## src/rtl/bmc_sched_if.sv

```systemverilog
// Bundle for bmc_sched: rx stream, shared branch-metric unit port, bm slot stream.
// slave = scheduler side, master = surrounding environment.
interface bmc_sched_if;
  logic       rx_valid;
  logic [1:0] rx_pair;
  logic       rx_ready;
  logic [1:0] bmc_rx_pair;
  logic [1:0] bmc_exp0;
  logic [1:0] bmc_exp1;
  logic [1:0] bmc_path_0;
  logic [1:0] bmc_path_1;
  logic       bm_valid;
  logic       bm_ready;
  logic [1:0] bm_state;
  logic [1:0] bm_p0;
  logic [1:0] bm_p1;
  logic       bm_last;
  logic       frame_done;

  modport slave (
    input  rx_valid,
    input  rx_pair,
    input  bmc_path_0,
    input  bmc_path_1,
    input  bm_ready,
    output rx_ready,
    output bmc_rx_pair,
    output bmc_exp0,
    output bmc_exp1,
    output bm_valid,
    output bm_state,
    output bm_p0,
    output bm_p1,
    output bm_last,
    output frame_done
  );

  modport master (
    output rx_valid,
    output rx_pair,
    output bmc_path_0,
    output bmc_path_1,
    output bm_ready,
    input  rx_ready,
    input  bmc_rx_pair,
    input  bmc_exp0,
    input  bmc_exp1,
    input  bm_valid,
    input  bm_state,
    input  bm_p0,
    input  bm_p1,
    input  bm_last,
    input  frame_done
  );
endinterface

```

## src/rtl/bmc_sched.sv

```systemverilog
// Branch-metric scheduler: walks the 4 trellis states of each received pair
// through a shared metric unit and emits one registered metric slot per state.
module bmc_sched #(
  parameter int unsigned FRAME_LEN = 8
) (
  input logic        clk,
  input logic        rst,
  bmc_sched_if.slave bus
);

  localparam logic [7:0] LAST_SYM = 8'(FRAME_LEN - 1);

  typedef enum logic {
    IDLE,
    RUN
  } state_t;

  state_t     state;
  logic       rdy_q;
  logic [1:0] idx;
  logic [1:0] pair_q;
  logic [7:0] sym_cnt;
  logic       v_q;
  logic [1:0] st_q;
  logic [1:0] p0_q;
  logic [1:0] p1_q;
  logic       last_q;
  logic       done_q;

  logic       accept;
  logic       load;
  logic       consume;
  logic [1:0] exp0;

  assign accept  = bus.rx_valid && rdy_q;
  assign load    = (state == RUN) && (!v_q || bus.bm_ready);
  assign consume = v_q && bus.bm_ready && last_q;
  assign exp0    = {idx[1] ^ idx[0], idx[0]};

  assign bus.rx_ready    = rdy_q;
  assign bus.bmc_rx_pair = pair_q;
  assign bus.bmc_exp0    = exp0;
  assign bus.bmc_exp1    = ~exp0;
  assign bus.bm_valid    = v_q;
  assign bus.bm_state    = st_q;
  assign bus.bm_p0       = p0_q;
  assign bus.bm_p1       = p1_q;
  assign bus.bm_last     = last_q;
  assign bus.frame_done  = done_q;

  always_ff @(posedge clk or negedge rst) begin
    if (!rst) begin
      state   <= IDLE;
      rdy_q   <= 1'b1;
      idx     <= 2'd0;
      pair_q  <= 2'd0;
      sym_cnt <= 8'd0;
      v_q     <= 1'b0;
      st_q    <= 2'd0;
      p0_q    <= 2'd0;
      p1_q    <= 2'd0;
      last_q  <= 1'b0;
      done_q  <= 1'b0;
    end else begin
      done_q <= 1'b0;

      unique case (state)
        IDLE: begin
          if (accept) begin
            pair_q <= bus.rx_pair;
            idx    <= 2'd0;
            state  <= RUN;
            rdy_q  <= 1'b0;
          end
        end
        RUN: begin
          if (load && idx == 2'd3) begin
            state <= IDLE;
            rdy_q <= 1'b1;
          end else if (load) begin
            idx <= idx + 2'd1;
          end
        end
        default: begin
          state <= IDLE;
          rdy_q <= 1'b1;
        end
      endcase

      // Slot holds while stalled; metrics pass straight through
      if (load) begin
        v_q    <= 1'b1;
        st_q   <= idx;
        p0_q   <= bus.bmc_path_0;
        p1_q   <= bus.bmc_path_1;
        last_q <= (idx == 2'd3);
      end else if (v_q && bus.bm_ready) begin
        v_q <= 1'b0;
      end

      if (consume) begin
        if (sym_cnt == LAST_SYM) begin
          sym_cnt <= 8'd0;
          done_q  <= 1'b1;
        end else begin
          sym_cnt <= sym_cnt + 8'd1;
        end
      end
    end
  end

endmodule

```

## src/flat_wrapper.sv

```systemverilog
// flat-port wrapper written by rule: the top's interface ports become plain ports
module bmc_sched_flat 
#(
  parameter int unsigned FRAME_LEN = 8
)
  (clk, rst, bus_rx_valid, bus_rx_pair, bus_bmc_path_0, bus_bmc_path_1, bus_bm_ready, bus_rx_ready, bus_bmc_rx_pair, bus_bmc_exp0, bus_bmc_exp1, bus_bm_valid, bus_bm_state, bus_bm_p0, bus_bm_p1, bus_bm_last, bus_frame_done);
  bmc_sched_if bus_i ();
  input logic clk;
  input logic rst;
  input wire logic [$bits(bus_i.rx_valid)-1:0] bus_rx_valid;
  input wire logic [$bits(bus_i.rx_pair)-1:0] bus_rx_pair;
  input wire logic [$bits(bus_i.bmc_path_0)-1:0] bus_bmc_path_0;
  input wire logic [$bits(bus_i.bmc_path_1)-1:0] bus_bmc_path_1;
  input wire logic [$bits(bus_i.bm_ready)-1:0] bus_bm_ready;
  output wire logic [$bits(bus_i.rx_ready)-1:0] bus_rx_ready;
  output wire logic [$bits(bus_i.bmc_rx_pair)-1:0] bus_bmc_rx_pair;
  output wire logic [$bits(bus_i.bmc_exp0)-1:0] bus_bmc_exp0;
  output wire logic [$bits(bus_i.bmc_exp1)-1:0] bus_bmc_exp1;
  output wire logic [$bits(bus_i.bm_valid)-1:0] bus_bm_valid;
  output wire logic [$bits(bus_i.bm_state)-1:0] bus_bm_state;
  output wire logic [$bits(bus_i.bm_p0)-1:0] bus_bm_p0;
  output wire logic [$bits(bus_i.bm_p1)-1:0] bus_bm_p1;
  output wire logic [$bits(bus_i.bm_last)-1:0] bus_bm_last;
  output wire logic [$bits(bus_i.frame_done)-1:0] bus_frame_done;
  assign bus_i.rx_valid = bus_rx_valid;
  assign bus_i.rx_pair = bus_rx_pair;
  assign bus_i.bmc_path_0 = bus_bmc_path_0;
  assign bus_i.bmc_path_1 = bus_bmc_path_1;
  assign bus_i.bm_ready = bus_bm_ready;
  assign bus_rx_ready = bus_i.rx_ready;
  assign bus_bmc_rx_pair = bus_i.bmc_rx_pair;
  assign bus_bmc_exp0 = bus_i.bmc_exp0;
  assign bus_bmc_exp1 = bus_i.bmc_exp1;
  assign bus_bm_valid = bus_i.bm_valid;
  assign bus_bm_state = bus_i.bm_state;
  assign bus_bm_p0 = bus_i.bm_p0;
  assign bus_bm_p1 = bus_i.bm_p1;
  assign bus_bm_last = bus_i.bm_last;
  assign bus_frame_done = bus_i.frame_done;
  bmc_sched #(.FRAME_LEN(FRAME_LEN)) u_core (.clk(clk), .rst(rst), .bus(bus_i));
endmodule
```

## config.mk

```make
export PLATFORM = sky130hd
export DESIGN_NAME = bmc_sched_flat
export DESIGN_NICKNAME = d
export VERILOG_FILES = /design/src/rtl/bmc_sched_if.sv /design/src/rtl/bmc_sched.sv /design/src/flat_wrapper.sv
export SDC_FILE = /design/constraint.sdc
export NUM_CORES = 1
export LEC_CHECK = 0
export CORE_MARGIN = 1
export CORE_UTILIZATION = 43
export DETAILED_ROUTE_END_ITERATION = 7
export GPL_TIMING_DRIVEN = 0
export HOLD_SLACK_MARGIN = 0.1
export PLACE_DENSITY = 0.7
export SYNTH_ARGS = -nofsm -noshare
export SYNTH_HDL_FRONTEND = slang
export SYNTH_SLANG_ARGS = --single-unit
```

## constraint.sdc

```tcl
create_clock -name clk -period 2.75 [get_ports clk]
set_input_delay 0.275 -clock clk [delete_from_list [all_inputs] [get_ports clk]]
set_output_delay 0.275 -clock clk [all_outputs]
set_load 0.02 [all_outputs]
```

======== Word-level counts from Yosys, hierarchy flattened ========
Index checks and enable logic that the tools add are counted.
W data, S select, Z words.
storage, ports and cells
  register bits ........................... 23
operators by class
  add/subtract/negate cells ............... 2
  eq/ne operators ......................... 6
  mux-type cells .......................... 15
  bitwise operators ....................... 3
  reductions and logical operators ........ 11
operators with widths
  kind                   number
  $add A8 B1 Y8 const B  1
  $eq A8 B3 Y1 const B   1
  $mux W1                8
  $mux W8                1
  $mux W2                3
  $ne A2 B2 Y1 const B   3
  $logic_and A1 B1 Y1    5
  $pmux W1 S2            2
  $pmux W2 S2            1
  $reduce_and A2 Y1      2
  $reduce_and A3 Y1      1
  $add A2 B1 Y2 const B  1
  $eq A2 B2 Y1 const B   1
  $ne A2 B1 Y1 const B   1
  $not A2 Y2             1
  $reduce_bool A2 Y1     1
  $logic_not A1 Y1       1
  $logic_or A1 B1 Y1     1
  $not A1 Y1             1
  $xor A1 B1 Y1          1

======== Logic depth before layout (Yosys ltp) ========
  depth after elaboration ................. 6
  gate-level depth with buffers ........... 4

======== Worst setup path before layout ========
No wires, ideal clock.
  path type ............................... register to output
  from .................................... reg u_core.idx[0]
  to ...................................... out bus_bmc_exp1[1]
  arrival time ............................ 0.990 ns
  setup slack ............................. 1.485 ns
  cell stages (with the launch flop) ...... 3
  buffers on the path ..................... 0
  path through ............................ dfrtp_1 -> ha_1 -> inv_1
on the way
  longest elaborated chain between the ends .. 2
RTL lines
  element                 line                RTL
  from (decl)             bmc_sched.sv:20     logic [1:0] idx;
  from (signal assigned)  bmc_sched.sv:81     idx <= idx + 2'd1;
  $xor A1 B1 Y1           bmc_sched.sv:38     assign exp0 = {idx[1] ^ idx[0], idx[0]};
  via bus_bmc_exp0[1]     flat_wrapper.sv:17  output wire logic [$bits(bus_i.bmc_exp0)-1:0] bus_bmc_exp0;
  $not A2 Y2              bmc_sched.sv:43     assign bus.bmc_exp1 = ~exp0;
  to (decl)               flat_wrapper.sv:18  output wire logic [$bits(bus_i.bmc_exp1)-1:0] bus_bmc_exp1;
The timed path passes the listed nets, and every way through them passes these cells.

======== Worst setup path in the final report ========
  from .................................... reg u_core.idx[0]
  to ...................................... out bus_bmc_exp1[1]
on the way
  longest elaborated chain between the ends .. 2
RTL lines
  element        line
  $xor A1 B1 Y1  bmc_sched.sv:38
  $not A2 Y2     bmc_sched.sv:43
Every way passes these cells.

==> flow_summary.toml <==
[timing]
rsz0062_at_grt = "false"
worstMarginPinSlew_ns = 0.9972
fmax_mhz = 487.8
fin_crit_sh = 0.7454
slew_viol_final = 0
whs_ns = 0.4683
skew_ns = 0.004284
finalSetupViolCount = 0
relSlewSlack = 0.3331
fin_crit_ns = 2.050
fin_setup_tns_ns = 0
worst_slack_ns = 0.7000
hold_viol_final = 0

[clock_network]
clk_latency_ns = 0.31
clockBufferDepth = 2
cts_resized = 0
cts_hold_buf = 0
cts_max_level = 1
tritoncts = "yes"
cts_setup_buffers = 0
clockRootBuffer = "clkbuf_4"
clk_pin_slew_ns = 0.13
cts_sinks = 23
cts_made_buffers = 3

[detailed_routing]
postRouteWirelength_um = 1792
route.antenna.remaining_nets = 0
vias = 701
viasPerCell = 5.231
drt_iter0_markers = 7
wire_per_inst_um = 13.37
firstDrtPassIters = 4
drc = 0

[die]
io_pins = 26
coreArea_um2 = 2191
dieArea_um2 = 2507
fp-row-count = 17
start_util = 0.4535
die_y_um = 50.07
fp.dieW_um = 50.07

[worst_hold_path]
whs_path_depth = 1
holdPathEnd = "u_core.sym_cnt[7]$_DFFE_PN0P_"
hold_path_class = "reg -> reg"
hold_path.startpoint = "u_core.sym_cnt[7]$_DFFE_PN0P_"

[synthesis]
synth_fa_ha_area_frac = 0.02519
synth_top_family_by_area = "simple AND/OR/NAND/NOR gates"
ys_warn_count = 0
synth.area.mux_share = 0.1335
yosys.area_share.simple = 0.1587
async_flop_share = 1.000
synth_compound_area_frac = 0.03904
synth_xor_area_frac = 0.04408
syn_area_um2 = 993.5
synth_cell_types = 29
synth-edff-count = 0
syn_nets = 89
synth_ff_type = "dfrtp_1"
avgSynthCellArea_um2 = 12.90
ys_ff_latch = 23
synth-seq-area-share = 0.5806
postSynthCellCount = 77

[placement]
hpwlAfterDp_um = 1341
portBuffers = 25
gp_congestion = 0.7968
place_inst = 130
place_ws_ns = 1.061

[critical_path]
setup.worst_path.end_class = "output port"
rrSetupSlack_ns = 1.39
regToRegEndpoint = "u_core.sym_cnt[0]$_DFFE_PN0P_"
crit_type = "reg -> out"
required_ns = 2.48
ff2ff_path_depth = 4
cp-start-kind = "flop"
cp_max_fo = 6
timing.rr.start = "u_core.sym_cnt[0]$_DFFE_PN0P_"
cp.arrival_ns = 1.77

[grt]
grt_pass1_vias = 756
grtUsageTotal = 0.1734
grt_pass1_wl_um = 3180
antenna_found_initial = 0
grt_max_degree = 24
grt.overflow.total = 0

[layout]
areaGrowthSynthToFinish_pct = 31.49
drive_gt1_frac = 0.1887
num-nets-final = 119
fin_cells = 134
antenna_cells = 0
final_util = 0.5962

[run_status]
status = "completed"

[power]
ir_worst_vdd_v = 0.0002901
p_per_area_nw_per_um2 = 392.8
power.leakage_uw = 0.0005994

[run]
drv_cap = 0
## where the power goes
group	switching [µW]	internal (µW)
combinational	8.14	11.5
sequential	0	338
clock	101	54.3
total	109	404
## state kept, by name, summed over array words and instances (netlist names)
signal	cells
u_core.bus.bm_last	1
u_core.sym_cnt	8
u_core.bus.bm_p0	2
u_core.bus.rx_ready	1
u_core.bus.bmc_rx_pair	2
u_core.bus.bm_state	2
u_core.bus.bm_valid	1
u_core.idx	2
u_core.state	1
u_core.bus.bm_p1	2
u_core.bus.frame_done	1
## cell families (layout without fill, tap and decap cells)
group	Yosys count	after routing
AND/OR/NAND/NOR	25	25
AO/OA/AOI/OAI	6	6
multiplexers	12	12
adder cells (fa/ha/maj)	2	2
flip-flops	23	23
XOR/XNOR	5	5
buffers and inverters	4	33
## cells in the mapped netlist, types with 2 or more instances
library cell	count	area (µm²)
dfrtp_1	22	550.5
mux2_2	10	112.6
nand2_1	6	22.52
inv_1	3	11.26
nor3_1	3	15.01
xnor2_1	3	26.28
ha_1	2	25.02
mux2i_1	2	20.02
nand2b_1	2	12.51
nand3_1	2	10.01
nand3b_1	2	15.01
o21ai_0	2	10.01
xor2_1	2	17.52
## routing by layer
metal	routed length [µm]	up-vias	track usage
met1	766	352	0.1988
met3	93	2	0.04321
met2	916	18	0.2889
met5	0	-	0
li1	-	329	-
met4	16	0	0.1000
## critical path, stage by stage, from the launching register on
cell and delay [ns]:
dfrtp_1 0.46, ha_1 0.33, inv_1 0.07, clkdlybuf4s50_1 0.60
## worst max path at each step
stage / cells after the start / end / slack [ns] / from
2_1_floorplan: 2 / bus_bmc_exp1[1] / 1.49 / u_core.idx[0]$_DFFE_PN0P_
3_3_place_gp: 3 / bus_bmc_exp1[1] / 1.07 / u_core.idx[0]$_DFFE_PN0P_
3_5_place_dp: 3 / bus_bmc_exp1[1] / 1.06 / u_core.idx[0]$_DFFE_PN0P_
4_1_cts: 3 / bus_bmc_exp1[1] / 0.68 / u_core.idx[0]$_DFFE_PN0P_
5_1_grt: 3 / bus_bmc_exp1[1] / 0.62 / u_core.idx[0]$_DFFE_PN0P_
6_report: 3 / bus_bmc_exp1[1] / 0.70 / u_core.idx[0]$_DFFE_PN0P_
## final cells by class
| cell class | instances | area (µm²) |
|---|---|---|
| well taps | 28 | 35.03 |
| fillers | 188 | 884.6 |
| clock inverters | 1 | 5.005 |
| clock buffers | 3 | 22.52 |
| repair buffers | 25 | 250.2 |
| flip-flops and latches | 23 | 576.8 |
| multi-input cells | 50 | 397.9 |
| inverters | 3 | 11.26 |
| plain buffers | 1 | 7.507 |
## metrics by stage
stage                     cell area, µm²  total power [µW]
after floorplan                    993.5             345.2
after global placement              1279             364.8
after detailed placement            1279             364.9
after CTS                           1306             522.6
after global routing                1306             539.1
final                               1306             513.1
## placed cells by master, fill, tap and decap left out, drive strengths merged, types with 2 or more instances in the layout
| cell type | netlist | routed |
|---|---|---|
| xor2 | 2 | 2 |
| nand2 | 7 | 7 |
| nor4 | 2 | 2 |
| nand2b | 3 | 3 |
| nand3 | 3 | 3 |
| inv | 3 | 3 |
| nor3 | 3 | 3 |
| ha | 2 | 2 |
| o21ai | 2 | 2 |
| xnor2 | 3 | 3 |
| clkdlybuf4s50 | 0 | 25 |
| mux2 | 10 | 10 |
| nand3b | 2 | 2 |
| clkbuf | 0 | 3 |
| mux2i | 2 | 2 |
| dfrtp | 22 | 22 |
(Power assumes the default switching activity.)
